<file path="config.mk">
export PLATFORM = sky130hd
export DESIGN_NAME = hazard_ctrl_pipe_flat
export DESIGN_NICKNAME = d
export VERILOG_FILES = /design/src/rtl/hazard_ctrl_pipe_if.sv /design/src/rtl/hazard_ctrl_pipe.sv /design/src/flat_wrapper.sv
export SDC_FILE = /design/constraint.sdc
export NUM_CORES = 1
export LEC_CHECK = 0
export CAP_MARGIN = 20
export CELL_PAD_IN_SITES_DETAIL_PLACEMENT = 1
export CELL_PAD_IN_SITES_GLOBAL_PLACEMENT = 1
export CORE_ASPECT_RATIO = 0.5
export CORE_UTILIZATION = 39
export CTS_BUF_LIST = sky130_fd_sc_hd__clkbuf_4
export CTS_CLUSTER_SIZE = 30
export DETAILED_ROUTE_END_ITERATION = 8
export GPL_ROUTABILITY_DRIVEN = 0
export GPL_TIMING_DRIVEN = 0
export PLACE_DENSITY = 0.95
export SYNTH_ARGS = -nofsm -noshare
export SYNTH_HDL_FRONTEND = slang
export SYNTH_SLANG_ARGS = --single-unit
export TNS_END_PERCENT = 50
</file>
<file path="constraint.sdc">
create_clock -name clk -period 5 [get_ports clk]
set_input_delay 1 -clock clk [delete_from_list [all_inputs] [get_ports clk]]
set_output_delay 1 -clock clk [all_outputs]
set_load 0.05 [all_outputs]
</file>
<file path="src/rtl/hazard_ctrl_pipe_if.sv">
// rtl/hazard_ctrl_pipe_if.sv - decode-side inputs and E/M/W hazard-facing outputs of hazard_ctrl_pipe
interface hazard_ctrl_pipe_if #(
  parameter int CNT_W = 16
);
  logic [3:0]       RA1D;
  logic [3:0]       RA2D;
  logic [3:0]       WA3D;
  logic             RegWriteD;
  logic             MemtoRegD;
  logic             PCSrcD;
  logic             isBLD;
  logic             CondExE;
  logic             StallD;
  logic             FlushD;
  logic             FlushE;

  logic [3:0]       RA1E;
  logic [3:0]       RA2E;
  logic [3:0]       WA3E;
  logic             MemtoRegE;
  logic             PCSrcE;
  logic             isBLE;
  logic [3:0]       WA3M;
  logic [3:0]       WA3W;
  logic             RegWriteM;
  logic             RegWriteW;
  logic             PCSrcM;
  logic             PCSrcW;
  logic             w_mux_M;
  logic             w_mux_W;
  logic             bl_shadow;
  logic [CNT_W-1:0] stall_cnt;
  logic [CNT_W-1:0] flush_cnt;

  modport master (
    output RA1D, RA2D, WA3D, RegWriteD, MemtoRegD, PCSrcD, isBLD,
           CondExE, StallD, FlushD, FlushE,
    input  RA1E, RA2E, WA3E, MemtoRegE, PCSrcE, isBLE, WA3M, WA3W,
           RegWriteM, RegWriteW, PCSrcM, PCSrcW, w_mux_M, w_mux_W,
           bl_shadow, stall_cnt, flush_cnt
  );

  modport slave (
    input  RA1D, RA2D, WA3D, RegWriteD, MemtoRegD, PCSrcD, isBLD,
           CondExE, StallD, FlushD, FlushE,
    output RA1E, RA2E, WA3E, MemtoRegE, PCSrcE, isBLE, WA3M, WA3W,
           RegWriteM, RegWriteW, PCSrcM, PCSrcW, w_mux_M, w_mux_W,
           bl_shadow, stall_cnt, flush_cnt
  );
endinterface

</file>
<file path="src/rtl/hazard_ctrl_pipe.sv">
// rtl/hazard_ctrl_pipe.sv - D->E->M->W control pipeline feeding the hazard unit, with BL shadow and event counters
module hazard_ctrl_pipe #(
  parameter int CNT_W     = 16,
  parameter int BL_SHADOW = 2
) (
  input  logic                clk,
  input  logic                reset,
  hazard_ctrl_pipe_if.slave   bus
);
  logic [3:0]       ra1_e_q, ra1_e_d;
  logic [3:0]       ra2_e_q, ra2_e_d;
  logic [3:0]       wa3_e_q, wa3_e_d;
  logic             regwrite_e_q, regwrite_e_d;
  logic             memtoreg_e_q, memtoreg_e_d;
  logic             pcsrc_e_q, pcsrc_e_d;
  logic             isbl_e_q, isbl_e_d;

  logic [3:0]       wa3_m_q, wa3_w_q;
  logic             regwrite_m_q, regwrite_w_q;
  logic             pcsrc_m_q, pcsrc_w_q;
  logic             link_m_q, link_w_q;

  logic [CNT_W-1:0] stall_cnt_q, stall_cnt_d;
  logic [CNT_W-1:0] flush_cnt_q, flush_cnt_d;

  logic             regwrite_eg;
  logic             pcsrc_eg;
  logic             link_e;

  // FlushE wins over decode content; StallD never holds E because the hazard unit pairs it with FlushE
  always_comb begin
    ra1_e_d      = bus.RA1D;
    ra2_e_d      = bus.RA2D;
    wa3_e_d      = bus.WA3D;
    regwrite_e_d = bus.RegWriteD;
    memtoreg_e_d = bus.MemtoRegD;
    pcsrc_e_d    = bus.PCSrcD;
    isbl_e_d     = bus.isBLD;
    if (bus.FlushE) begin
      ra1_e_d      = 4'd0;
      ra2_e_d      = 4'd0;
      wa3_e_d      = 4'd0;
      regwrite_e_d = 1'b0;
      memtoreg_e_d = 1'b0;
      pcsrc_e_d    = 1'b0;
      isbl_e_d     = 1'b0;
    end
  end

  always_comb begin
    stall_cnt_d = stall_cnt_q;
    flush_cnt_d = flush_cnt_q;
    if (bus.StallD && (stall_cnt_q != '1))
      stall_cnt_d = stall_cnt_q + CNT_W'(1);
    if ((bus.FlushD || bus.FlushE) && (flush_cnt_q != '1))
      flush_cnt_d = flush_cnt_q + CNT_W'(1);
  end

  assign regwrite_eg = regwrite_e_q & bus.CondExE;
  assign pcsrc_eg    = pcsrc_e_q & bus.CondExE;
  assign link_e      = isbl_e_q & bus.CondExE;

  always_ff @(posedge clk or posedge reset) begin
    if (reset) begin
      ra1_e_q      <= 4'd0;
      ra2_e_q      <= 4'd0;
      wa3_e_q      <= 4'd0;
      regwrite_e_q <= 1'b0;
      memtoreg_e_q <= 1'b0;
      pcsrc_e_q    <= 1'b0;
      isbl_e_q     <= 1'b0;
      wa3_m_q      <= 4'd0;
      regwrite_m_q <= 1'b0;
      pcsrc_m_q    <= 1'b0;
      link_m_q     <= 1'b0;
      wa3_w_q      <= 4'd0;
      regwrite_w_q <= 1'b0;
      pcsrc_w_q    <= 1'b0;
      link_w_q     <= 1'b0;
      stall_cnt_q  <= '0;
      flush_cnt_q  <= '0;
    end else begin
      ra1_e_q      <= ra1_e_d;
      ra2_e_q      <= ra2_e_d;
      wa3_e_q      <= wa3_e_d;
      regwrite_e_q <= regwrite_e_d;
      memtoreg_e_q <= memtoreg_e_d;
      pcsrc_e_q    <= pcsrc_e_d;
      isbl_e_q     <= isbl_e_d;
      wa3_m_q      <= wa3_e_q;
      regwrite_m_q <= regwrite_eg;
      pcsrc_m_q    <= pcsrc_eg;
      link_m_q     <= link_e;
      wa3_w_q      <= wa3_m_q;
      regwrite_w_q <= regwrite_m_q;
      pcsrc_w_q    <= pcsrc_m_q;
      link_w_q     <= link_m_q;
      stall_cnt_q  <= stall_cnt_d;
      flush_cnt_q  <= flush_cnt_d;
    end
  end

  assign bus.RA1E      = ra1_e_q;
  assign bus.RA2E      = ra2_e_q;
  assign bus.WA3E      = wa3_e_q;
  assign bus.MemtoRegE = memtoreg_e_q;
  assign bus.PCSrcE    = pcsrc_eg;
  assign bus.isBLE     = isbl_e_q;
  assign bus.WA3M      = wa3_m_q;
  assign bus.WA3W      = wa3_w_q;
  assign bus.RegWriteM = regwrite_m_q;
  assign bus.RegWriteW = regwrite_w_q;
  assign bus.PCSrcM    = pcsrc_m_q;
  assign bus.PCSrcW    = pcsrc_w_q;
  assign bus.w_mux_M   = link_m_q;
  assign bus.w_mux_W   = link_w_q;
  assign bus.stall_cnt = stall_cnt_q;
  assign bus.flush_cnt = flush_cnt_q;

  // Shadow is built from registered link bits only, so it can never glitch from decode
  generate
    if (BL_SHADOW == 1) begin : g_shadow1
      assign bus.bl_shadow = link_m_q;
    end else begin : g_shadow2
      assign bus.bl_shadow = link_m_q | link_w_q;
    end
  endgenerate
endmodule

</file>
<file path="src/flat_wrapper.sv">
// flat-port wrapper written by rule: the top's interface ports become plain ports
module hazard_ctrl_pipe_flat 
#(
  parameter int CNT_W     = 16,
  parameter int BL_SHADOW = 2
)
  (clk, reset, bus_RA1D, bus_RA2D, bus_WA3D, bus_RegWriteD, bus_MemtoRegD, bus_PCSrcD, bus_isBLD, bus_CondExE, bus_StallD, bus_FlushD, bus_FlushE, bus_RA1E, bus_RA2E, bus_WA3E, bus_MemtoRegE, bus_PCSrcE, bus_isBLE, bus_WA3M, bus_WA3W, bus_RegWriteM, bus_RegWriteW, bus_PCSrcM, bus_PCSrcW, bus_w_mux_M, bus_w_mux_W, bus_bl_shadow, bus_stall_cnt, bus_flush_cnt);
  hazard_ctrl_pipe_if #(.CNT_W(CNT_W)) bus_i ();
  input  logic clk;
  input  logic reset;
  input wire logic [$bits(bus_i.RA1D)-1:0] bus_RA1D;
  input wire logic [$bits(bus_i.RA2D)-1:0] bus_RA2D;
  input wire logic [$bits(bus_i.WA3D)-1:0] bus_WA3D;
  input wire logic [$bits(bus_i.RegWriteD)-1:0] bus_RegWriteD;
  input wire logic [$bits(bus_i.MemtoRegD)-1:0] bus_MemtoRegD;
  input wire logic [$bits(bus_i.PCSrcD)-1:0] bus_PCSrcD;
  input wire logic [$bits(bus_i.isBLD)-1:0] bus_isBLD;
  input wire logic [$bits(bus_i.CondExE)-1:0] bus_CondExE;
  input wire logic [$bits(bus_i.StallD)-1:0] bus_StallD;
  input wire logic [$bits(bus_i.FlushD)-1:0] bus_FlushD;
  input wire logic [$bits(bus_i.FlushE)-1:0] bus_FlushE;
  output wire logic [$bits(bus_i.RA1E)-1:0] bus_RA1E;
  output wire logic [$bits(bus_i.RA2E)-1:0] bus_RA2E;
  output wire logic [$bits(bus_i.WA3E)-1:0] bus_WA3E;
  output wire logic [$bits(bus_i.MemtoRegE)-1:0] bus_MemtoRegE;
  output wire logic [$bits(bus_i.PCSrcE)-1:0] bus_PCSrcE;
  output wire logic [$bits(bus_i.isBLE)-1:0] bus_isBLE;
  output wire logic [$bits(bus_i.WA3M)-1:0] bus_WA3M;
  output wire logic [$bits(bus_i.WA3W)-1:0] bus_WA3W;
  output wire logic [$bits(bus_i.RegWriteM)-1:0] bus_RegWriteM;
  output wire logic [$bits(bus_i.RegWriteW)-1:0] bus_RegWriteW;
  output wire logic [$bits(bus_i.PCSrcM)-1:0] bus_PCSrcM;
  output wire logic [$bits(bus_i.PCSrcW)-1:0] bus_PCSrcW;
  output wire logic [$bits(bus_i.w_mux_M)-1:0] bus_w_mux_M;
  output wire logic [$bits(bus_i.w_mux_W)-1:0] bus_w_mux_W;
  output wire logic [$bits(bus_i.bl_shadow)-1:0] bus_bl_shadow;
  output wire logic [$bits(bus_i.stall_cnt)-1:0] bus_stall_cnt;
  output wire logic [$bits(bus_i.flush_cnt)-1:0] bus_flush_cnt;
  assign bus_i.RA1D = bus_RA1D;
  assign bus_i.RA2D = bus_RA2D;
  assign bus_i.WA3D = bus_WA3D;
  assign bus_i.RegWriteD = bus_RegWriteD;
  assign bus_i.MemtoRegD = bus_MemtoRegD;
  assign bus_i.PCSrcD = bus_PCSrcD;
  assign bus_i.isBLD = bus_isBLD;
  assign bus_i.CondExE = bus_CondExE;
  assign bus_i.StallD = bus_StallD;
  assign bus_i.FlushD = bus_FlushD;
  assign bus_i.FlushE = bus_FlushE;
  assign bus_RA1E = bus_i.RA1E;
  assign bus_RA2E = bus_i.RA2E;
  assign bus_WA3E = bus_i.WA3E;
  assign bus_MemtoRegE = bus_i.MemtoRegE;
  assign bus_PCSrcE = bus_i.PCSrcE;
  assign bus_isBLE = bus_i.isBLE;
  assign bus_WA3M = bus_i.WA3M;
  assign bus_WA3W = bus_i.WA3W;
  assign bus_RegWriteM = bus_i.RegWriteM;
  assign bus_RegWriteW = bus_i.RegWriteW;
  assign bus_PCSrcM = bus_i.PCSrcM;
  assign bus_PCSrcW = bus_i.PCSrcW;
  assign bus_w_mux_M = bus_i.w_mux_M;
  assign bus_w_mux_W = bus_i.w_mux_W;
  assign bus_bl_shadow = bus_i.bl_shadow;
  assign bus_stall_cnt = bus_i.stall_cnt;
  assign bus_flush_cnt = bus_i.flush_cnt;
  hazard_ctrl_pipe #(.CNT_W(CNT_W), .BL_SHADOW(BL_SHADOW)) u_core (.clk(clk), .reset(reset), .bus(bus_i));
endmodule
</file>
==> results of run 1 <==
report_power, final:
group          switching (mW)  leakage [nW]  total (mW)  internal, mW
clock                   0.186        0.0719       0.346         0.160
sequential             0.0951         0.809       0.667         0.572
combinational           0.361         0.654       0.563         0.202
total                   0.642          1.54        1.58         0.933
cells in the final DEF (no fill, tap or decap), types with 3 or more instances in the layout:
master and instances:
and4_1 5, nand2_1 14, nor3_1 3, and3_1 5, dfrtp_1 62, and2_1 5, clkbuf_4 11, xor2_1 11
nor2b_1 17, clkdlybuf4s50_1 83, nor2_1 9, nand4_1 8, nand3_1 11, or2_2 3, a21oi_1 3, xnor2_1 15
stage by stage:
step | utilization, % | hold WS, ps | std cells
floorplan | - | 434 | 195
global placement | 58.7 | 357 | 362
detailed placement | 59.0 | 361 | 363
CTS | 61.3 | 388 | 379
global route | 61.3 | 392 | 379
finish | 61.3 | 389 | 379
synthesized netlist by cell type (all sizes together), types with 2 or more instances:
cell,count
a2111oi,2
a21oi,3
and2,5
and3,5
and4,5
dfrtp,62
ha,2
inv,2
mux2,2
nand2,15
nand3,11
nand4,9
nor2,9
nor2b,17
nor3,3
nor4,2
or2,3
xnor2,15
xor2,11
cells by family (layout without fill, tap and decap cells):
logic type / Yosys count / after routing / share of synthesized area (%)
AND/OR/NAND/NOR: 88 / 88 / 20.5
flip-flops: 62 / 62 / 63.6
XOR/XNOR: 26 / 26 / 9.34
AO/OA/AOI/OAI: 11 / 11 / 3.90
buffers and inverters: 4 / 104 / 0.667
adder cells (fa/ha/maj): 2 / 2 / 1.03
multiplexers: 2 / 2 / 0.923
state kept, by name, indices dropped and copies added, names as in the netlist:
signal and cells:
u_core.bus.WA3M 4, u_core.bus.flush_cnt 16, u_core.bus.isBLE 1, u_core.regwrite_e_q 1, u_core.bus.w_mux_M 1, u_core.bus.WA3E 4, u_core.bus.PCSrcW 1, u_core.bus.PCSrcM 1
u_core.bus.RegWriteW 1, u_core.bus.WA3W 4, u_core.bus.RegWriteM 1, u_core.bus.MemtoRegE 1, u_core.pcsrc_e_q 1, u_core.bus.RA2E 4, u_core.bus.stall_cnt 16, u_core.bus.RA1E 4
u_core.bus.w_mux_W 1
worst paths after layout:
| kind | end | startpoint | slack (ps) |
|---|---|---|---|
| setup / recovery | bus_PCSrcE | bus_CondExE | 1550 |
| hold / removal | u_core.bus.WA3M[2] | u_core.bus.WA3E[2] | 390 |
| setup reg to reg | u_core.bus.flush_cnt[1] | u_core.bus.flush_cnt[0] | 2940 |
| hold reg to reg | u_core.bus.WA3M[2] | u_core.bus.WA3E[2] | 390 |
| max in group asynchronous | u_core.bus.flush_cnt[9] | reset | 3500 |
| min in group asynchronous | u_core.bus.stall_cnt[1] | reset | 910 |
cell type report:
type | instances | area [sq um]
buffer | 2 | 8.76
clock buffer | 11 | 82.6
clock inverter | 5 | 50.0
fill | 621 | 2230
inverter | 2 | 7.51
multi-input combinational | 129 | 871
sequential | 62 | 1550
tap | 84 | 105
timing repair buffer | 84 | 851
metal layers:
metal / routed length (um) / global-route usage, %
met3: 288 / 9.41
met1: 2810 / 26.8
met5: 0 / 0
met2: 3660 / 40.7
met4: 107 / 7.61
==> results.sh, run 1 <==
export IMPL_status="complete, no violations"
export IMPL_place_ws_ps=1550
export IMPL_slowest_delay_ps=810
export IMPL_timing_final_hold_violations=0
export IMPL_syn_to_final_growth_pct=44.6
export IMPL_path_clk_slew_ps=110
export IMPL_cts_resized=0
export IMPL_synth_yosys_seq_area_share_pct=63.6
export IMPL_ir_drop_uv=347
export IMPL_cts_tree="done"
export IMPL_tightest_slew_ps=528
export IMPL_hold_buffers=0
export IMPL_whs_path_depth=0
export IMPL_ios=84
export IMPL_grt_max_degree=41
export IMPL_netlist_area_leader_share_pct=63.6
export IMPL_rows=19
export IMPL_crit_cells=3
export IMPL_dieArea_sq_mm=0.00659
export IMPL_synth_area_sq_mm=0.00244
export IMPL_setup_viol=0
export IMPL_postPlaceCellArea_sq_mm=0.00339
export IMPL_hold_class="flip-flop to flip-flop"
export IMPL_yosysWarnings=0
export IMPL_antenna_found_initial=0
export IMPL_design_area_sq_mm=0.00353
export IMPL_finClkSkew_ps=21.4
export IMPL_insertion_delay_ps=450
export IMPL_avgSynthCellArea_sq_um=12.5
export IMPL_cts_setup_buffers=0
export IMPL_clock_fmax_mhz=290
export IMPL_p_leak_nw=1.54
export IMPL_synth_top_cells_by_area="dfrtp_1, xnor2_1, nor2b_1, xor2_1, nand3_1"
export IMPL_grt_pass1_wl_mm=11.0
export IMPL_clockBufferDepth=2
export IMPL_gr_total_overflow=0
export IMPL_synth_ff_type="dfrtp_1"
export IMPL_cp_buffers_inverters=2
export IMPL_fin_nets=314
export IMPL_p_total_mw=1.58
export IMPL_hpwlAfterDp_mm=4.95
export IMPL_tns_ps=0
export IMPL_drive_above_1_share_pct=8.47
export IMPL_track_usage_pct=23.3
export IMPL_reg2reg_depth=6
export IMPL_critPathLaunchType="input pin"
export IMPL_ant_nets=0
export IMPL_start_util_pct=42.4
export IMPL_root_buffer="clkbuf_4"
export IMPL_ys_ff_latch=62
export IMPL_fin_crit_ps=3450
export IMPL_critPathTopFamily="buffers and inverters"
export IMPL_dr_pass1_iters=4
export IMPL_maxSlewViolCount=0
export IMPL_synth_fp_nets=219
export IMPL_rsz0062_at_grt="no"
export IMPL_ys_async_sr_fraction_pct=100
export IMPL_wl_per_cell_um=18.1
export IMPL_synthDistinctLibCells=35
export IMPL_grt_pass1_vias=2050
export IMPL_cellPowerDensity_mw_per_mm2=447
export IMPL_path_max_fanout=3
export IMPL_synth_cells=195
export IMPL_worst_setup_path_type="input pin to output port"
export IMPL_drt_iter0_markers=74
export IMPL_cts_sinks=62
export IMPL_numCtsBuffers=9
export IMPL_synth_top_cell_by_area="dfrtp_1"
export IMPL_path_common_cell="clkdlybuf4s50_1"
export IMPL_crit_slowest_cell="clkdlybuf4s50_1"
export IMPL_maxCapViolations=0
export IMPL_synth_enable_flop_cells=0
export IMPL_htree_levels=3
export IMPL_relSlewSlack_pct=64.7
export IMPL_die_w_um=114
export IMPL_core_area_sq_mm=0.00575
export IMPL_required_ps=4000
export IMPL_io_buffers=83
export IMPL_vias_per_cell=4.94
export IMPL_crit_chain="clkdlybuf4s50_1, and2_1, clkdlybuf4s50_1"
export IMPL_min_period_over_period_pct=68.9
export IMPL_drc=0
export IMPL_end_kind="output port"
export IMPL_setup_ws_ps=1550
export IMPL_totalWireLength_mm=6.87
export IMPL_n_antenna_cell=0
export IMPL_worstPathArrival_ps=2450
export IMPL_vias=1871
export IMPL_die_y_um=57.9
No activity file was read; power rests on OpenSTA's default activity.
==> inputs of run 2 (changes only) <==
--- a/config.mk
+++ b/config.mk
@@ -9,13 +9,13 @@
 export CELL_PAD_IN_SITES_DETAIL_PLACEMENT = 1
 export CELL_PAD_IN_SITES_GLOBAL_PLACEMENT = 1
 export CORE_ASPECT_RATIO = 0.5
-export CORE_UTILIZATION = 39
+export CORE_UTILIZATION = 33
 export CTS_BUF_LIST = sky130_fd_sc_hd__clkbuf_4
 export CTS_CLUSTER_SIZE = 30
 export DETAILED_ROUTE_END_ITERATION = 8
 export GPL_ROUTABILITY_DRIVEN = 0
 export GPL_TIMING_DRIVEN = 0
-export PLACE_DENSITY = 0.95
+export PLACE_DENSITY = 0.87
 export SYNTH_ARGS = -nofsm -noshare
 export SYNTH_HDL_FRONTEND = slang
 export SYNTH_SLANG_ARGS = --single-unit
==> constraint.sdc (replaced) <==
create_clock -name clk -period 3 [get_ports clk]
set_input_delay 0.6 -clock clk [delete_from_list [all_inputs] [get_ports clk]]
set_output_delay 0.6 -clock clk [all_outputs]
set_load 0.05 [all_outputs]
==> run 2 against run 1 <==
  * Sequential power is 66% higher
  * Register-to-register slack worse by 2000 ps
  * Cell area is 0.96% higher
==> results.sh, run 2 (synthesis gave the netlist of run 1 again) <==
export IMPL_min_to="u_core.bus.PCSrcW"
export IMPL_grt_use_met2_pct=32.5
export IMPL_required_ps=2400
export IMPL_gr_total_overflow=0
export IMPL_power_frac_comb_pct=34.8
export IMPL_fin_crit_ps=2630
export IMPL_r2r_slack_ps=980
export IMPL_p_switching_mw=1.07
export IMPL_htree_levels=3
export IMPL_root_buffer="clkbuf_4"
export IMPL_grt_pass1_vias=2121
export IMPL_met3_usage_pct=5.11
export IMPL_start_util_pct=35.3
export IMPL_intPower_mw=1.64
export IMPL_dieArea_sq_mm=0.00776
export IMPL_die_w_um=124
export IMPL_min_period_over_period_pct=87.6
export IMPL_cts_tree="done"
export IMPL_path_max_fanout=3
export IMPL_setup_viol=0
export IMPL_final_cell_mix="clkdlybuf4s50_1, dfrtp_1, nor2b_1"
export IMPL_insertion_delay_ps=400
export IMPL_ios=84
export IMPL_rsz0062_at_grt="no"
export IMPL_n_antenna_cell=0
export IMPL_grt_pass1_wl_mm=10.9
export IMPL_hold_worst_slack_ps=387
export IMPL_critPathLaunchType="input pin"
export IMPL_grt_max_degree=37
export IMPL_cts_setup_buffers=0
export IMPL_antenna_found_initial=0
export IMPL_clockBufferDepth=2
export IMPL_numCtsBuffers=9
export IMPL_ir_drop_uv=402
export IMPL_grt_use_met1_pct=22.1
export IMPL_drive_above_1_share_pct=8.81
export IMPL_syn_to_final_growth_pct=46.0
export IMPL_whs_path_depth=0
export IMPL_path_clk_slew_ps=90
export IMPL_vias_per_cell=4.87
export IMPL_drc=0
export IMPL_hpwlAfterDp_mm=4.76
export IMPL_hold_class="flip-flop to flip-flop"
export IMPL_pwr_share_seq_pct=41.1
export IMPL_maxCapViolations=0
export IMPL_p_clk_share_pct=24.1
export IMPL_maxSlewViolCount=0
export IMPL_clock_fmax_mhz=380
export IMPL_wl_per_cell_um=17.0
export IMPL_die_y_um=62.8
export IMPL_rows=21
export IMPL_end_kind="output port"
export IMPL_cts_resized=0
export IMPL_relSlewSlack_pct=59.6
export IMPL_finClkSkew_ps=14.5
export IMPL_cts_sinks=62
export IMPL_timing_final_hold_violations=0
export IMPL_reg2reg_depth=6
export IMPL_busiest_layer="met2"
export IMPL_cellPowerDensity_mw_per_mm2=761
export IMPL_drt_iter0_markers=135
export IMPL_ant_nets=0
export IMPL_worstPathArrival_ps=2030
export IMPL_fin_util_pct=51.5
export IMPL_io_buffers=83
export IMPL_dr_pass1_iters=4
export IMPL_holdCritStartpoint="u_core.bus.PCSrcM"
export IMPL_fin_nets=314
export IMPL_hold_buffers=0
export IMPL_tightest_slew_ps=605
export IMPL_totalWireLength_mm=6.59
export IMPL_vias=1886
export IMPL_worst_setup_path_type="input pin to output port"
export IMPL_swShare_pct=39.4
export IMPL_r2r_start="u_core.bus.flush_cnt[0]"
export IMPL_status="complete, no violations"
export IMPL_track_usage_pct=18.7
export IMPL_p_leak_nw=1.55
export IMPL_final_common_cell="clkdlybuf4s50_1"
export IMPL_core_area_sq_mm=0.00691
export IMPL_reg2reg_to="u_core.bus.flush_cnt[1]"
-- run 2: power groups by stage --
| stage | registers (mW) | logic (mW) | clock network [mW] |
|---|---|---|---|
| CTS | 1.11 | 0.952 | 0.664 |
| global placement | 1.11 | 0.915 | 0 |
| finish | 1.11 | 0.942 | 0.652 |
| floorplan | 1.49 | 0.207 | 0 |
| global route | 1.14 | 0.986 | 0.699 |
| detailed placement | 1.12 | 0.944 | 0 |
-- run 2: worst max-delay path: stages --
cell	delay, ps
clkdlybuf4s50_1	480
and2_1	140
clkdlybuf4s50_1	810
-- run 2: metal layers --
layer	share of wire, %	up-vias
met5	0	-
met2	53	35
met3	3.0	12
li1	-	864
met1	42	975
met4	2.1	0
-- run 2: layout make-up --
type                    count  area [sq um]
inverters                   2          7.51
repair buffers             84           851
plain buffers               2          8.76
clock buffers              11          82.6
well taps                  92           115
fillers                   735          3350
flip-flops and latches     62          1550
clock inverters             5          73.8
multi-input cells         129           871
-- run 2: how the worst max path moves through the flow --
stage,from,to,slack (ps),cells past startpoint
floorplan,u_core.bus.flush_cnt[0],u_core.bus.flush_cnt[1],820,6
finish,bus_CondExE,bus_PCSrcE,370,3
CTS,bus_CondExE,bus_PCSrcE,360,3
global placement,reset,u_core.bus.RA2E[0],-140,2
global route,bus_CondExE,bus_PCSrcE,330,3
detailed placement,bus_CondExE,bus_PCSrcE,370,3
-- run 2: per-stage QoR --
stage / setup slack, ps / area (sq um) / setup TNS, ps / std cells / power [mW]
floorplan: 820 / 2440 / 0 / 195 / 1.70
global placement: -136 / 3380 / -8280 / 370 / 2.02
detailed placement: 367 / 3400 / 0 / 371 / 2.07
CTS: 358 / 3560 / 0 / 387 / 2.73
global route: 326 / 3560 / 0 / 387 / 2.82
finish: 372 / 3560 / 0 / 387 / 2.71
==> inputs of run 3 (changes only) <==
--- a/config.mk
+++ b/config.mk
@@ -9,6 +9,7 @@
 export CELL_PAD_IN_SITES_DETAIL_PLACEMENT = 1
 export CELL_PAD_IN_SITES_GLOBAL_PLACEMENT = 1
 export CORE_ASPECT_RATIO = 0.5
+export CORE_MARGIN = 5
 export CORE_UTILIZATION = 33
 export CTS_BUF_LIST = sky130_fd_sc_hd__clkbuf_4
 export CTS_CLUSTER_SIZE = 30
==> run 3 against run 2 <==
  * First-iteration DRC count decreased by 36%
  * Clock power decreased by 29%
  * Via count decreased by 3.6%
  * Critical endpoint unchanged
  * Largest cell class unchanged
  * Highest routed layer unchanged
==> results.sh, run 3 (synthesis gave the netlist of run 1 again) <==
export IMPL_ant_nets=0
export IMPL_pwr_share_seq_pct=44.4
export IMPL_relSlewSlack_pct=56.3
export IMPL_critPathTopFamily="buffers and inverters"
export IMPL_path_common_cell="clkdlybuf4s50_1"
export IMPL_final_cell_mix="clkdlybuf4s50_1, dfrtp_1, nor2b_1"
export IMPL_track_usage_pct=14.3
export IMPL_worst_setup_path_type="input pin to output port"
export IMPL_crit_chain="clkdlybuf4s50_1, and2_1, clkdlybuf4s50_1"
export IMPL_ir_drop_uv=267
export IMPL_required_ps=2400
export IMPL_core_area_sq_mm=0.00727
export IMPL_nFillCells=796
export IMPL_swShare_pct=41.0
export IMPL_design_area_sq_mm=0.00351
export IMPL_start_util_pct=33.6
export IMPL_ios=84
export IMPL_grt_max_degree=34
export IMPL_wl_per_cell_um=16.6
export IMPL_clockBufferDepth=2
export IMPL_clock_fmax_mhz=377
export IMPL_rows=22
export IMPL_n_antenna_cell=0
export IMPL_status="complete, no violations"
export IMPL_path_max_fanout=3
export IMPL_drc=0
export IMPL_numCtsBuffers=9
export IMPL_place_inst=375
export IMPL_worstPathArrival_ps=2060
export IMPL_timing_final_hold_violations=0
export IMPL_cts_sinks=62
export IMPL_htree_levels=3
export IMPL_drt_iter0_markers=86
export IMPL_min_period_over_period_pct=88.5
export IMPL_die_y_um=70.8
export IMPL_p_switching_mw=1.03
export IMPL_fin_crit_ps=2660
export IMPL_rsz0062_at_grt="no"
export IMPL_root_buffer="clkbuf_4"
export IMPL_maxCapViolations=0
export IMPL_power_frac_comb_pct=37.1
export IMPL_antenna_found_initial=0
export IMPL_path_clk_slew_ps=90
export IMPL_finClkSkew_ps=17.6
export IMPL_grt_pass1_wl_mm=10.7
export IMPL_vias_per_cell=4.66
export IMPL_hold_class="flip-flop to flip-flop"
export IMPL_fin_nets=314
export IMPL_p_clk_share_pct=18.4
export IMPL_hpwlAfterDp_mm=5.08
export IMPL_crit_slowest_cell="clkdlybuf4s50_1"
export IMPL_cts_tree="done"
export IMPL_insertion_delay_ps=390
export IMPL_setup_viol=0
export IMPL_intPower_mw=1.48
export IMPL_end_kind="output port"
export IMPL_syn_to_final_growth_pct=44.0
export IMPL_dieArea_sq_mm=0.00931
export IMPL_cts_setup_buffers=0
export IMPL_final_common_cell="clkdlybuf4s50_1"
export IMPL_vias=1819
export IMPL_critPathLaunchType="input pin"
export IMPL_gr_total_overflow=0
export IMPL_die_w_um=132
export IMPL_cellPowerDensity_mw_per_mm2=712
export IMPL_io_buffers=83
export IMPL_maxSlewViolCount=0
export IMPL_slowest_delay_ps=830
export IMPL_p_leak_nw=1.53
export IMPL_final_cells=390
export IMPL_drive_above_1_share_pct=8.16
export IMPL_postPlaceCellArea_sq_mm=0.00341
export IMPL_tightest_slew_ps=654
export IMPL_hold_buffers=0
export IMPL_totalWireLength_mm=6.47
export IMPL_cp_buffers_inverters=2
export IMPL_dr_pass1_iters=3
export IMPL_cts_resized=0
export IMPL_grt_pass1_vias=2049
[run 3: power by group through the flow]
stage	Combinational, mW	Sequential, mW	Clock [mW]
finish	0.929	1.11	0.461
global route	0.977	1.14	0.522
CTS	0.940	1.11	0.481
detailed placement	0.936	1.13	0
global placement	0.919	1.11	0
floorplan	0.207	1.49	0
[run 3: per-stage QoR]
stage	hold WS (ps)	utilization [%]	setup TNS, ps	total power [mW]	worst slack [ps]
floorplan	434	-	0	1.70	820
global placement	358	46.6	-6480	2.03	-106
detailed placement	367	46.9	0	2.06	333
CTS	388	48.3	0	2.54	325
global route	400	48.3	0	2.64	295
finish	387	48.3	0	2.50	345
[run 3: path summary, 6_finish.rpt]
check	end	cells past startpoint	slack, ps	startpoint
setup / recovery	bus_PCSrcE	3	340	bus_CondExE
setup reg to reg	u_core.bus.flush_cnt[1]	5	1000	u_core.bus.flush_cnt[7]
min in group asynchronous	u_core.bus.WA3E[3]	2	630	reset
hold / removal	u_core.bus.WA3W[3]	0	390	u_core.bus.WA3M[3]
max in group asynchronous	u_core.bus.stall_cnt[1]	3	1760	reset
hold reg to reg	u_core.bus.WA3W[3]	0	390	u_core.bus.WA3M[3]
[run 3: routing by layer]
metal | share of wire, % | vias to the layer above | track usage (%)
li1 | - | 863 | -
met4 | 1.4 | 0 | 6.84
met5 | 0 | - | 0
met2 | 55 | 26 | 26.3
met1 | 40 | 923 | 15.6
met3 | 3.2 | 7 | 3.91
[run 3: final cells by class]
| cell class | count | area [sq um] | share of cell area, % |
|---|---|---|---|
| sequential | 62 | 1550 | 44.2 |
| multi-input combinational | 129 | 871 | 24.8 |
| timing repair buffer | 84 | 851 | 24.2 |
| tap | 96 | 120 | 3.42 |
| clock buffer | 12 | 90.1 | 2.57 |
| clock inverter | 3 | 12.5 | 0.356 |
| buffer | 2 | 8.76 | 0.249 |
| inverter | 2 | 7.51 | 0.214 |
==> edit 1: new RTL, config.mk and constraints of run 2 <==
Make the reset (`reset`) synchronous in one clocked block.
--- a/src/rtl/hazard_ctrl_pipe.sv
+++ b/src/rtl/hazard_ctrl_pipe.sv
@@ -61,5 +61,5 @@
   assign link_e      = isbl_e_q & bus.CondExE;
 
-  always_ff @(posedge clk or posedge reset) begin
+  always_ff @(posedge clk) begin
     if (reset) begin
       ra1_e_q      <= 4'd0;
Check against the original RTL: differs if reset is asserted again (counterexample within 4 cycles, from zero or initial values and one cycle with reset high); with reset held inactive, the same outputs for 10 cycles.
==> edit 1 against run 2 <==
- clock skew is 0.0033 ns lower
- area after synthesis increased by 2.3%
- the flow now finishes with violations (design-rule violations)
- critical path type unchanged
- cell area up 0.35%
- register-to-register slack gained 0.08 ns
- die area rose by 2.3%
- wire length rose by 8.0%
- sequential cell count unchanged
- worst setup slack worse by 0.011 ns
Power is not compared: it rests on default switching activity, and its combinational part moved more than twofold at a synthesized area within 25%.
==> edit 1: results (changes against run 2) <==
Post-DP HPWL 5350 µm (was 4760 µm); M1 WL 2910 µm (was 2740 µm); largest net degree at the start of global routing 11 (was 37); Final Cell Area 3570 µm² (was 3560 µm²); worst-path fanout max 2 (was 3); DRC 2 (was 0); metal3 WL 353 µm (was 197 µm); ANT cells 0 (unchanged); fraction of layout instances using a drive strength above 1 9.32% (was 8.81%); Layout fillers 799 (was 735); GRT Total Usage 19.2% (was 18.7%); vias in the first global route 2442 (was 2121); clock skew 0.0112 ns (was 0.0145 ns); count of different cell masters after synthesis 43 (was 35); metal2 WL 3720 µm (was 3510 µm); Commonest cells post-synth dfxtp_1, and2_1, nor2_1 (was dfrtp_1, nor2b_1, xnor2_1); clk cell area share 3.71% (was 4.39%); sequential fraction of the synthesis area 49.7% (was 63.6%); #MultiIn Comb 183 (was 129); GRT met1 Usage 20.4% (was 22.1%); Post-synth EDFFs 0 (unchanged); WL final 7110 µm (was 6590 µm); Signal buf overhead 24.4% (was 24.1%); violated checks design-rule violations; Seq/total area 34.7% (was 43.6%); num sequential 62 (unchanged); Non-CTS inverters 4 (was 2); GR Layer Usage met2 36.2% (was 32.5%); DRT iter0 DRCs 97 (was 135); vias per cell 5.23 (was 4.87); Async S/R FF share, synth 0% (was 100%); GR Util met3 4.84% (was 5.11%); Synth Flop Type dfxtp_1 (was dfrtp_1); multi-input logic area 1200 µm² (was 871 µm²); post-synthesis cell area 2490 µm² (was 2440 µm²); Signal buffers 89 (was 86); status finished, violations left (was complete, no violations); main area contributors after synthesis dfxtp_1, and2_1, nor2b_1, a21oi_1, nor2_1 (was dfrtp_1, xnor2_1, nor2b_1, xor2_1, nand3_1)
edit 1: cell count changes after synthesis, moves of 5 or more:
cell            run 2  this run
dfrtp_1            62         0
o21ai_0             1        10
or3_1               0         9
a21oi_1             3        15
nor2_1              9        18
xor2_1             11         3
and2_1              5        21
dfxtp_1             0        62
xnor2_1            15         1
o31ai_1             0         5
edit 1: worst paths after layout:
path | startpoint | endpoint | slack (ns) | cells past startpoint
worst max-delay path | bus_CondExE | bus_PCSrcE | 0.36 | 3
worst min-delay path | u_core.regwrite_e_q | u_core.bus.RegWriteM | 0.44 | 1
worst min register to register | u_core.regwrite_e_q | u_core.bus.RegWriteM | 0.44 | 1
worst max register to register | u_core.bus.stall_cnt[0] | u_core.bus.stall_cnt[5] | 1.06 | 5
edit 1: metrics by stage:
stage | hold WS (ns) | cells | worst slack (ns)
6_report | 0.440 | 446 | 0.361
5_1_grt | 0.477 | 446 | 0.303
4_1_cts | 0.449 | 446 | 0.343
3_5_place_dp | 0.426 | 430 | 0.389
3_3_place_gp | 0.414 | 430 | 0.413
2_1_floorplan | 0.406 | 255 | 0.801
edit 1: critical path, stage by stage:
cell,delay [ns]
clkdlybuf4s50_1,0.49
and2_1,0.14
clkdlybuf4s50_1,0.80
edit 1: power groups by stage:
stage                     combinational [mW]  sequential [mW]  clock (mW)
after floorplan                       0.0427            0.934           0
after global placement                 0.181            0.873           0
after detailed placement               0.186            0.874           0
after CTS                              0.187            0.855       0.585
after global routing                   0.197            0.857       0.621
final                                  0.185            0.855       0.564
edit 1: logic make-up after synthesis:
group                      count (synthesis)  share of synthesized area (%)
AOI/OAI and AO/OA                         46                           12.6
xor gates and xnor gates                   4                           1.40
adders and majority gates                  2                           1.00
buffers and inverters                     10                           2.21
DFF                                       62                           49.7
muxes                                      7                           3.01
and+or+nand+nor                          124                           30.0
==> edit 2: new RTL, settings of run 2 <==
Made on the original files. `CNT_W` is set to 16 in 3 places; all go to 20.
--- a/src/rtl/hazard_ctrl_pipe_if.sv
+++ b/src/rtl/hazard_ctrl_pipe_if.sv
@@ -1,5 +1,5 @@
 // rtl/hazard_ctrl_pipe_if.sv - decode-side inputs and E/M/W hazard-facing outputs of hazard_ctrl_pipe
 interface hazard_ctrl_pipe_if #(
-  parameter int CNT_W = 16
+  parameter int CNT_W = 20
 );
   logic [3:0]       RA1D;
--- a/src/rtl/hazard_ctrl_pipe.sv
+++ b/src/rtl/hazard_ctrl_pipe.sv
@@ -1,5 +1,5 @@
 // rtl/hazard_ctrl_pipe.sv - D->E->M->W control pipeline feeding the hazard unit, with BL shadow and event counters
 module hazard_ctrl_pipe #(
-  parameter int CNT_W     = 16,
+  parameter int CNT_W     = 20,
   parameter int BL_SHADOW = 2
 ) (
--- a/src/flat_wrapper.sv
+++ b/src/flat_wrapper.sv
@@ -2,5 +2,5 @@
 module hazard_ctrl_pipe_flat 
 #(
-  parameter int CNT_W     = 16,
+  parameter int CNT_W     = 20,
   parameter int BL_SHADOW = 2
 )
Ports: changed (resized bus_flush_cnt and bus_stall_cnt); port bits go from 84 to 92. The function was not compared with the original's and may differ.
==> edit 2 against run 2 <==
- total power up 10%
- cell area up 16%
- sequential power up 12%
- first-iteration DRC count down 14%
- wire length up 20%
- final cell count up 20%
- sequential cell count up 8
- worst setup slack worse by 0.11 ns
- fmax down 4.1%
- largest power group unchanged
- largest cell class unchanged
- synthesized cell count up 25%
- area after synthesis up 19%
- die area up 19%
==> edit 2: results (changes against run 2) <==
Port Buffers 90 (was 83); Layout fillers 885 (was 735); Commonest cells post-synth dfrtp_1, xor2_1, nor2b_1 (was dfrtp_1, nor2b_1, xnor2_1); clock skew 0.0112 ns (was 0.0145 ns); Placed Area 3970 µm² (was 3400 µm²); RR Endpoint u_core.bus.stall_cnt[1] (was u_core.bus.flush_cnt[1]); leakage power 1.74 nW (was 1.55 nW); VDD IR max 0.491 mV (was 0.402 mV); Async S/R FF share, synth 100% (unchanged); Final Net Count 370 (was 314); largest net degree at the start of global routing 37 (unchanged); global-route wire length before repair 12700 µm (was 10900 µm); buffers inserted by post-CTS timing repair 0 (unchanged); Num CTS Buffers 9 (unchanged); Clk Latency, worst-skew pair 0.42 ns (was 0.40 ns); sequential fraction of the synthesis area 60.2% (was 63.6%); hold slack 0.389 ns (was 0.387 ns); Pre-antenna DRT Iters 4 (unchanged); Synth Flop Type dfrtp_1 (unchanged); hold path endpoint u_core.bus.RegWriteW (was u_core.bus.PCSrcW); WHS Path Cells 0 (unchanged); main area contributors after synthesis dfrtp_1, xor2_1, xnor2_1, nor2b_1, nand3_1 (was dfrtp_1, xnor2_1, nor2b_1, xor2_1, nand3_1); worst-path fanout max 3 (unchanged); wire per inst 17.1 µm (was 17.0 µm); clk root buf clkbuf_4 (unchanged); fraction of layout instances using a drive strength above 1 9.69% (was 8.81%); count of different cell masters after synthesis 39 (was 35); status complete, no violations (unchanged); reg-to-reg setup timing slack 0.83 ns (was 0.98 ns); Slew HR 48.3% (was 59.6%); Post-Syn Nets 268 (was 219); GRT Total Usage 18.3% (was 18.7%); worst r2r src u_core.bus.stall_cnt[0] (was u_core.bus.flush_cnt[0]); Post-DP HPWL 5920 µm (was 4760 µm); Slew Limit Fails 0 (unchanged); Clock Pin Slew Worst Setup and Hold Paths 0.11 ns (was 0.09 ns); Hold Path Class reg2reg (unchanged); Max H-tree Level 3 (unchanged); DRT antenna net count 0 (unchanged); vias per cell 4.90 (was 4.87); PostCTS Resize Cnt 0 (unchanged); initial antenna violation count 0 (unchanged); DRT iter0 DRCs 116 (was 135); clk buf depth 2 (unchanged); ANT cells 0 (unchanged); min-delay src u_core.bus.RegWriteM (was u_core.bus.PCSrcM); reg2reg path depth 6 (unchanged); vias in the first global route 2524 (was 2121); Synth warnings 0 (unchanged)
-- edit 2: cell types whose count changed in the layout (fill, tap and decap cells not counted), sizes merged, moves of 5 or more --
cell / delta
dfrtp: +8
xor2: +8
clkdlybuf4s50: +7
inv: +6
nor4: +6
a211oi: +5
nand3: +5
nor3: +5
-- edit 2: metrics by stage --
| stage | setup slack [ns] | instances | power [mW] | utilization, % | setup TNS [ns] |
|---|---|---|---|---|---|
| 2_1_floorplan | 0.632 | 244 | 1.93 | - | 0 |
| 6_report | 0.260 | 463 | 2.99 | 50.0 | 0 |
| 4_1_cts | 0.258 | 463 | 3.03 | 50.0 | 0 |
| 3_3_place_gp | -0.423 | 446 | 2.28 | 47.8 | -29.46 |
| 5_1_grt | 0.254 | 463 | 3.14 | 50.0 | 0 |
| 3_5_place_dp | 0.236 | 447 | 2.34 | 48.1 | 0 |
-- edit 2: worst max-delay path by stage --
stage,start,slack [ns],depth (start not counted),to
CTS,bus_CondExE,0.26,3,bus_PCSrcE
detailed placement,bus_CondExE,0.24,3,bus_PCSrcE
finish,bus_CondExE,0.26,3,bus_PCSrcE
floorplan,reset,0.63,1,u_core.bus.MemtoRegE
global route,bus_CondExE,0.25,3,bus_PCSrcE
global placement,reset,-0.42,2,u_core.bus.flush_cnt[15]
-- edit 2: area by class of cell --
class | instances | area, µm² | area share (%)
clock inverters | 5 | 73.8 | 1.79
multi-input cells | 160 | 1090 | 26.5
plain buffers | 6 | 32.5 | 0.788
flip-flops and latches | 70 | 1750 | 42.4
inverters | 8 | 30.0 | 0.728
clock buffers | 11 | 82.6 | 2.00
well taps | 112 | 140 | 3.40
repair buffers | 91 | 921 | 22.3
-- edit 2: cell families (layout without fill, tap and decap cells) --
kind of cell             count (synthesis)  in the layout  synth area share [%]
AND/OR/NAND/NOR                         97             97                  19.0
buffers and inverters                   14            121                  2.15
multiplexers                             4              4                  1.63
AO/OA/AOI/OAI                           25             25                  6.54
XOR/XNOR                                32             32                  9.63
flip-flops                              70             70                  60.2
adder cells (fa/ha/maj)                  2              2                 0.860
-- edit 2: layer usage --
metal  global-route usage (%)  wire length [µm]  vias to the layer above
met5                        0                 0                        -
met4                     7.87               184                        0
met3                     4.81               218                       16
met2                     36.0              4290                       34
met1                     19.1              3200                     1157
li1                         -                 -                     1062
-- edit 2: worst max-delay path, stage by stage --
cell             delay [ns]
clkdlybuf4s50_1        0.50
and2_1                 0.18
clkdlybuf4s50_1        0.86
-- edit 2: report_power, final --
part	leakage (nW)	total [mW]	switching, mW	internal, mW
Sequential	0.883	1.24	0.164	1.07
Clock	0.0883	0.684	0.332	0.352
Combinational	0.770	1.07	0.698	0.374
